<file path="config.mk">
export PLATFORM = sky130hd
export DESIGN_NAME = membus_arbiter_flat
export DESIGN_NICKNAME = d
export VERILOG_FILES = /design/src/rtl/membus_arbiter_if.sv /design/src/rtl/membus_arbiter.sv /design/src/flat_wrapper.sv
export SDC_FILE = /design/constraint.sdc
export NUM_CORES = 1
export LEC_CHECK = 0
export ABC_AREA = 0
export CAP_MARGIN = 20
export CORE_MARGIN = 8
export CORE_UTILIZATION = 32
export CTS_CLUSTER_DIAMETER = 200
export CTS_CLUSTER_SIZE = 14
export DETAILED_ROUTE_END_ITERATION = 7
export PLACE_DENSITY_LB_ADDON = 0.08
export SYNTH_ARGS = -nofsm -noshare
export SYNTH_HDL_FRONTEND = slang
export SYNTH_SLANG_ARGS = --single-unit
</file>
<file path="constraint.sdc">
create_clock -name clk -period 4.87 [get_ports clk]
set_clock_uncertainty 0.2 [all_clocks]
set_input_delay 1.2175 -clock clk [delete_from_list [all_inputs] [get_ports clk]]
set_output_delay 1.2175 -clock clk [all_outputs]
set_load 0.005 [all_outputs]
</file>
<file path="src/rtl/membus_arbiter_if.sv">
// Shared data-memory/device bus bundle: two requesting masters on one side,
// the single device port on the other, with the arbiter in between.
interface membus_arbiter_if #(
  parameter int ADDR_W = 32,
  parameter int DATA_W = 32
);
  logic              m0_req;
  logic              m0_we;
  logic [ADDR_W-1:0] m0_addr;
  logic [DATA_W-1:0] m0_wdata;
  logic              m0_gnt;
  logic              m0_rvalid;

  logic              m1_req;
  logic              m1_we;
  logic [ADDR_W-1:0] m1_addr;
  logic [DATA_W-1:0] m1_wdata;
  logic              m1_gnt;
  logic              m1_rvalid;

  logic [DATA_W-1:0] rdata;

  logic              s_read;
  logic              s_write;
  logic [ADDR_W-1:0] s_addr;
  logic [DATA_W-1:0] s_wdata;
  logic [DATA_W-1:0] s_rdata;

  // Arbiter view: it serves both masters' requests and drives the device strobes.
  modport slave (
    input  m0_req, m0_we, m0_addr, m0_wdata,
    input  m1_req, m1_we, m1_addr, m1_wdata,
    input  s_rdata,
    output m0_gnt, m0_rvalid, m1_gnt, m1_rvalid, rdata,
    output s_read, s_write, s_addr, s_wdata
  );

  // Surroundings view: the requesting masters plus the device answering reads.
  modport master (
    output m0_req, m0_we, m0_addr, m0_wdata,
    output m1_req, m1_we, m1_addr, m1_wdata,
    output s_rdata,
    input  m0_gnt, m0_rvalid, m1_gnt, m1_rvalid, rdata,
    input  s_read, s_write, s_addr, s_wdata
  );
endinterface

</file>
<file path="src/rtl/membus_arbiter.sv">
// Round-robin arbiter sharing one data-memory/device bus between the CPU MEM
// stage (master 0) and the UART loader/debug port (master 1).
module membus_arbiter #(
  parameter int MAX_BURST = 4,
  parameter int ADDR_W    = 32,
  parameter int DATA_W    = 32
) (
  input  logic            clk,
  input  logic            reset,
  membus_arbiter_if.slave bus
);
  typedef enum logic [1:0] {
    OWN_IDLE = 2'd0,
    OWN_M0   = 2'd1,
    OWN_M1   = 2'd2
  } owner_e;

  localparam logic [4:0] BURST_LIMIT = 5'(MAX_BURST);

  owner_e            r_owner;
  logic              r_last;          // 0 = master 0, 1 = master 1
  logic [3:0]        r_cnt;
  logic [DATA_W-1:0] r_rdata;
  logic              r_m0_rvalid;
  logic              r_m1_rvalid;

  owner_e            w_arb_pick;
  owner_e            w_next_owner;
  logic              w_m0_gnt;
  logic              w_m1_gnt;
  logic              w_m0_read;
  logic              w_m1_read;
  logic              w_burst_done;
  logic [ADDR_W-1:0] w_s_addr;
  logic [DATA_W-1:0] w_s_wdata;

  assign w_m0_gnt     = (r_owner == OWN_M0) && bus.m0_req;
  assign w_m1_gnt     = (r_owner == OWN_M1) && bus.m1_req;
  assign w_m0_read    = w_m0_gnt && !bus.m0_we;
  assign w_m1_read    = w_m1_gnt && !bus.m1_we;
  assign w_burst_done = ({1'b0, r_cnt} + 5'd1) >= BURST_LIMIT;

  // With no grant the device bus idles on master 0's address and data.
  assign w_s_addr  = w_m1_gnt ? bus.m1_addr  : bus.m0_addr;
  assign w_s_wdata = w_m1_gnt ? bus.m1_wdata : bus.m0_wdata;

  assign bus.m0_gnt    = w_m0_gnt;
  assign bus.m1_gnt    = w_m1_gnt;
  assign bus.s_read    = w_m0_read || w_m1_read;
  assign bus.s_write   = (w_m0_gnt && bus.m0_we) || (w_m1_gnt && bus.m1_we);
  assign bus.s_addr    = w_s_addr;
  assign bus.s_wdata   = w_s_wdata;
  assign bus.m0_rvalid = r_m0_rvalid;
  assign bus.m1_rvalid = r_m1_rvalid;
  assign bus.rdata     = r_rdata;

  always_comb begin
    // NOTE: assign a default before any branch so no path leaves the signal
    // unassigned; otherwise synthesis infers a latch.
    w_arb_pick = OWN_IDLE;
    if (bus.m0_req && bus.m1_req) w_arb_pick = r_last ? OWN_M0 : OWN_M1;
    else if (bus.m0_req)          w_arb_pick = OWN_M0;
    else if (bus.m1_req)          w_arb_pick = OWN_M1;
  end

  // A burst-limit handover parks in IDLE for the mandatory dead cycle; `last`
  // still names the outgoing master there, so a tie resolves to the waiter.
  always_comb begin
    w_next_owner = r_owner;
    case (r_owner)
      OWN_M0: begin
        if (!bus.m0_req)                       w_next_owner = w_arb_pick;
        else if (w_burst_done && bus.m1_req)   w_next_owner = OWN_IDLE;
      end
      OWN_M1: begin
        if (!bus.m1_req)                       w_next_owner = w_arb_pick;
        else if (w_burst_done && bus.m0_req)   w_next_owner = OWN_IDLE;
      end
      default:                                 w_next_owner = w_arb_pick;
    endcase
  end

  // NOTE: state updates use non-blocking assignments so every register samples
  // the pre-edge values, independent of statement order.
  always_ff @(posedge clk or posedge reset) begin
    if (reset) begin
      r_owner     <= OWN_IDLE;
      r_last      <= 1'b1;
      r_cnt       <= '0;
      r_rdata     <= '0;
      r_m0_rvalid <= 1'b0;
      r_m1_rvalid <= 1'b0;
    end else begin
      r_owner <= w_next_owner;
      if (w_next_owner != r_owner) begin
        r_cnt <= '0;
        if (w_next_owner == OWN_M0)      r_last <= 1'b0;
        else if (w_next_owner == OWN_M1) r_last <= 1'b1;
      end else if ((w_m0_gnt || w_m1_gnt) && (r_cnt != 4'hF)) begin
        r_cnt <= r_cnt + 4'd1;
      end
      r_m0_rvalid <= w_m0_read;
      r_m1_rvalid <= w_m1_read;
      if (w_m0_read || w_m1_read) r_rdata <= bus.s_rdata;
    end
  end
endmodule

</file>
<file path="src/flat_wrapper.sv">
// flat-port wrapper written by rule: the top's interface ports become plain ports
module membus_arbiter_flat 
#(
  parameter int MAX_BURST = 4,
  parameter int ADDR_W    = 32,
  parameter int DATA_W    = 32
)
  (clk, reset, bus_m0_req, bus_m0_we, bus_m0_addr, bus_m0_wdata, bus_m1_req, bus_m1_we, bus_m1_addr, bus_m1_wdata, bus_s_rdata, bus_m0_gnt, bus_m0_rvalid, bus_m1_gnt, bus_m1_rvalid, bus_rdata, bus_s_read, bus_s_write, bus_s_addr, bus_s_wdata);
  membus_arbiter_if #(.ADDR_W(ADDR_W), .DATA_W(DATA_W)) bus_i ();
  input  logic clk;
  input  logic reset;
  input wire logic [$bits(bus_i.m0_req)-1:0] bus_m0_req;
  input wire logic [$bits(bus_i.m0_we)-1:0] bus_m0_we;
  input wire logic [$bits(bus_i.m0_addr)-1:0] bus_m0_addr;
  input wire logic [$bits(bus_i.m0_wdata)-1:0] bus_m0_wdata;
  input wire logic [$bits(bus_i.m1_req)-1:0] bus_m1_req;
  input wire logic [$bits(bus_i.m1_we)-1:0] bus_m1_we;
  input wire logic [$bits(bus_i.m1_addr)-1:0] bus_m1_addr;
  input wire logic [$bits(bus_i.m1_wdata)-1:0] bus_m1_wdata;
  input wire logic [$bits(bus_i.s_rdata)-1:0] bus_s_rdata;
  output wire logic [$bits(bus_i.m0_gnt)-1:0] bus_m0_gnt;
  output wire logic [$bits(bus_i.m0_rvalid)-1:0] bus_m0_rvalid;
  output wire logic [$bits(bus_i.m1_gnt)-1:0] bus_m1_gnt;
  output wire logic [$bits(bus_i.m1_rvalid)-1:0] bus_m1_rvalid;
  output wire logic [$bits(bus_i.rdata)-1:0] bus_rdata;
  output wire logic [$bits(bus_i.s_read)-1:0] bus_s_read;
  output wire logic [$bits(bus_i.s_write)-1:0] bus_s_write;
  output wire logic [$bits(bus_i.s_addr)-1:0] bus_s_addr;
  output wire logic [$bits(bus_i.s_wdata)-1:0] bus_s_wdata;
  assign bus_i.m0_req = bus_m0_req;
  assign bus_i.m0_we = bus_m0_we;
  assign bus_i.m0_addr = bus_m0_addr;
  assign bus_i.m0_wdata = bus_m0_wdata;
  assign bus_i.m1_req = bus_m1_req;
  assign bus_i.m1_we = bus_m1_we;
  assign bus_i.m1_addr = bus_m1_addr;
  assign bus_i.m1_wdata = bus_m1_wdata;
  assign bus_i.s_rdata = bus_s_rdata;
  assign bus_m0_gnt = bus_i.m0_gnt;
  assign bus_m0_rvalid = bus_i.m0_rvalid;
  assign bus_m1_gnt = bus_i.m1_gnt;
  assign bus_m1_rvalid = bus_i.m1_rvalid;
  assign bus_rdata = bus_i.rdata;
  assign bus_s_read = bus_i.s_read;
  assign bus_s_write = bus_i.s_write;
  assign bus_s_addr = bus_i.s_addr;
  assign bus_s_wdata = bus_i.s_wdata;
  membus_arbiter #(.MAX_BURST(MAX_BURST), .ADDR_W(ADDR_W), .DATA_W(DATA_W)) u_core (.clk(clk), .reset(reset), .bus(bus_i));
endmodule
</file>
# [Yosys cells after proc, flatten, opt, wreduce, memory -nomap -nowiden]
# Cells that the tools add are included.
[word_totals] reg_bits=41 output_inout_bits=102 word_cells=48
[classes] addsub=2 order_cmp=1 n_eq_ne=6 muxes=15 reduce_logical=18
[ops] cell="$mux 32" n=2
[ops] cell="$mux 2" n=8
[ops] cell="$logic_and 1x1->1" n=10
[ops] cell="$mux 4" n=2
[ops] cell="$add 4x1->5 const B" n=1
[ops] cell="$ge 5x3->1 const B" n=1
[ops] cell="$add 4x1->4 const B" n=1
[ops] cell="$eq 2x1->1 const B" n=2
[ops] cell="$eq 2x2->1 const B" n=2
[ops] cell="$ne 4x4->1 const B" n=1
[ops] cell="$pmux 2 s2" n=1
[ops] cell="$reduce_bool 2->1" n=2
[ops] cell="$logic_or 1x1->1" n=3
[ops] cell="$logic_not 1->1" n=2
[ops] cell="$mux 1" n=2
[ops] cell="$ne 2x2->1" n=1
[ops] cell="$reduce_and 2->1" n=1

# [Longest topological paths before layout]
[depth] ltp_word=9 ltp_mapped=14

# [Worst setup path after synthesis]
# OpenSTA, ideal clock, no wires.
[synth_timing] kind="input -> output" from="in bus_m1_req" to="out bus_s_addr[0]" arrival_time_ns=2.298 slack_ns=1.155 cell_stages=6 n_path_buf=3 cell_sequence="buf_2 nand2_1 inv_2 buf_4 buf_4 mux2_2"
[synth_via] elab_chain_cells=2
[synth_lines] item="start, declared" line="flat_wrapper.sv:16" source="input wire logic [$bits(bus_i.m1_req)-1:0] bus_m1_req;"
[synth_lines] item="$logic_and 1x1->1" line="membus_arbiter.sv:38" source="assign w_m1_gnt = (r_owner == OWN_M1) && bus.m1_req;"
[synth_lines] item="$mux 32" line="membus_arbiter.sv:44" source="assign w_s_addr = w_m1_gnt ? bus.m1_addr : bus.m0_addr;"
[synth_lines] item="end, declared" line="flat_wrapper.sv:28" source="output wire logic [$bits(bus_i.s_addr)-1:0] bus_s_addr;"
# No other way between the ends.

# [Worst setup path after layout]
[layout_timing] from="in bus_m1_req" to="out bus_s_wdata[28]"
[layout_via] elab_chain_cells=2
[layout_lines] item="$logic_and 1x1->1" line="membus_arbiter.sv:38"
[layout_lines] item="$mux 32" line="membus_arbiter.sv:45" source="assign w_s_wdata = w_m1_gnt ? bus.m1_wdata : bus.m0_wdata;"
[layout_lines] item="end, declared" line="flat_wrapper.sv:29" source="output wire logic [$bits(bus_i.s_wdata)-1:0] bus_s_wdata;"
# No other way between the ends.

==> metrics.txt <==
status=finished, final reports clean; final core utilization=0.683; Tmin final=4.48 ns; drt initial violations=133; commonest non-fill, non-tap cell in the layout=clkdlybuf4s50_1; Routed wire per std cell=22.1 um; Worst slew margin=0.712; Slew Limit Fails=0; CTS clk-pin slew, worst paths=0.08 ns; Fillers=666; CP Data Required Time=3.45 ns; Mapped Area=2720 um2; CP Data Arrival Time=3.07 ns; top cell type's share of synthesized area=0.389; total power=2.16 mW; Seq. cell area=1030 um2; total wire length=13.4 mm; First-pass DRT Iterations=6; Core Box Area=8220 um2; final setup violation count=0; Initial Util=0.331; first-pass GRT wire length=19.1 mm; Tcrit/Tclk final=0.921; syn_nets=403; DR DRC count=0; unrepaired setup endpoints after global routing=no; total CTS buffers=5; Seq cells post-synth=41; DP Cell Count=598; post-synthesis sequential area ratio=0.378; DIE WIDTH=108 um; CTS sink cnt=41; Total GRT Usage=0.215; Power Dens Cells=386 nW/um2; fmax=223 MHz; row count=33; initial antenna violation count=0; die area=11700 um2; Synth area leaders=mux2_2 39%, dfrtp_1 37%, ha_1 2.3%, a21oi_1 1.8%, buf_6 1.7%; CP max FO=47; I/O pin count=268; CTS tree=done; die height=108 um; maximum vdd ir drop=0.000316 V; Synth cell types=39; commonest non-fill, non-tap cells in the layout=267 x clkdlybuf4s50_1, 94 x mux2_2, 40 x dfrtp_1; layout cells sized above 1=0.234; GRT overflow=0; Post-CTS Resized=0; synth warn=0; Tightest Pin Transition=0.431 ns; via/cell ratio=4.80; CP Launch Type=input pin; final std cells w/o fill=606; Inserted Diodes=0; H-tree depth=2; WS Path Type=in -> out; Syn Inst Count=232; Detail Route Antenna Nets=0; via count=2907; setup bufs post-CTS=0; post-synth top area cell=mux2_2; sum of negative setup slack=0 ns; final net count=671; largest net degree at the start of global routing=48; CP endpoint kind=output pin; IO Port Bufs=267; Syn-to-layout area delta=106%; vias in the first global route=3131; GPL Wtd Cong=0.927; Max-Cap Viols=0; final number of hold-violating endpoints=0; cts hold-fix bufs=0; Final HPWL DP=11.5 mm; Multi-input gate area=1550 um2; Syn Area/Cell=11.7 um2; Hold Crit Class=reg -> reg; Max clock buf depth=2; clock latency on the worst-skew pair=0.29 ns; clock root cell=clkbuf_8; leakage=2.21 nW
## final timing paths
path | cells after the start | start | slack (ns) | endpoint
setup reg to reg | 13 | u_core.r_owner[0]$_DFF_PP0_ | 2.25 | u_core.r_last$_DFFE_PP1P_
max in group asynchronous | 3 | reset | 2.73 | u_core.r_last$_DFFE_PP1P_
hold reg to reg | 1 | u_core.bus.rdata[11]$_DFFE_PP0P_ | 0.29 | u_core.bus.rdata[11]$_DFFE_PP0P_
hold / removal | 1 | u_core.bus.rdata[11]$_DFFE_PP0P_ | 0.29 | u_core.bus.rdata[11]$_DFFE_PP0P_
setup / recovery | 6 | bus_m1_req | 0.39 | bus_s_wdata[28]
min in group asynchronous | 2 | reset | 0.97 | u_core.bus.rdata[12]$_DFFE_PP0P_
## synth_stat cells
cell type,n
a22o_1,1
inv_1,9
a211oi_1,1
nor3_2,1
buf_4,5
inv_2,1
or3_1,1
buf_6,4
o32ai_1,1
and4bb_1,1
ha_1,5
nand2_1,8
o21ai_1,2
o2111ai_1,1
a41oi_2,1
a21oi_1,10
nor2_1,12
a31oi_1,2
and4b_1,1
mux2_1,2
xnor2_1,1
o22ai_1,2
buf_2,5
nor3_1,2
or3_4,1
nand2b_1,1
nor2b_1,2
xor2_1,1
dfstp_2,1
mux2_2,94
mux2i_1,1
nand3_1,2
o21a_1,1
and2_1,1
o22ai_4,1
o21ai_0,5
a31o_2,1
a221oi_1,1
dfrtp_1,40
## sequential cells by signal, indices dropped and copies added, names as in the netlist
signal	cells
u_core.bus.m1_rvalid	1
u_core.r_cnt	4
u_core.bus.m0_rvalid	1
u_core.r_last	1
u_core.bus.rdata	32
u_core.r_owner	2
## cell type report
type,instances,share of cell area
repair buffers,275,0.490
clock buffers,6,0.0147
well taps,105,0.0234
multi-input cells,167,0.276
flip-flops and latches,41,0.183
inverters,10,0.00669
clock inverters,2,0.00669
## logic make-up after synthesis
logic type      count (synthesis)  share of synthesized area
mux                            97                      0.401
compound gates                 30                     0.0755
simple gates                   33                     0.0626
buf+inv                        24                     0.0534
xor+xnor                        2                    0.00644
flops                          41                      0.378
fa+ha+maj                       5                     0.0230
## worst max-delay path, stage by stage
cell and delay, ns:
clkdlybuf4s50_1 0.48, nand2_1 0.09, inv_2 0.12, buf_12 0.24
mux2_2 0.38, clkdlybuf4s50_1 0.50
## per-stage QoR
step                      hold WS, ns  area (um2)  worst slack, ns
after floorplan                 0.283        2720             1.15
after global placement          0.270        5490            0.427
after detailed placement        0.282        5490            0.418
after CTS                       0.303        5610            0.405
after global routing            0.328        5610            0.330
final                           0.292        5610            0.385
## routing by layer
layer	up-vias	wire (um)	track usage
li1	1375	-	-
met1	1392	4540	0.213
met2	127	7380	0.406
met3	13	1270	0.0886
met4	0	184	0.0496
met5	-	0	0
## power breakdown
group / switching (mW) / total (mW) / internal, mW
combinational: 0.470 / 1.29 / 0.816
clock: 0.119 / 0.286 / 0.167
sequential: 0.0923 / 0.592 / 0.499
No activity file was read; power rests on OpenSTA's default activity.
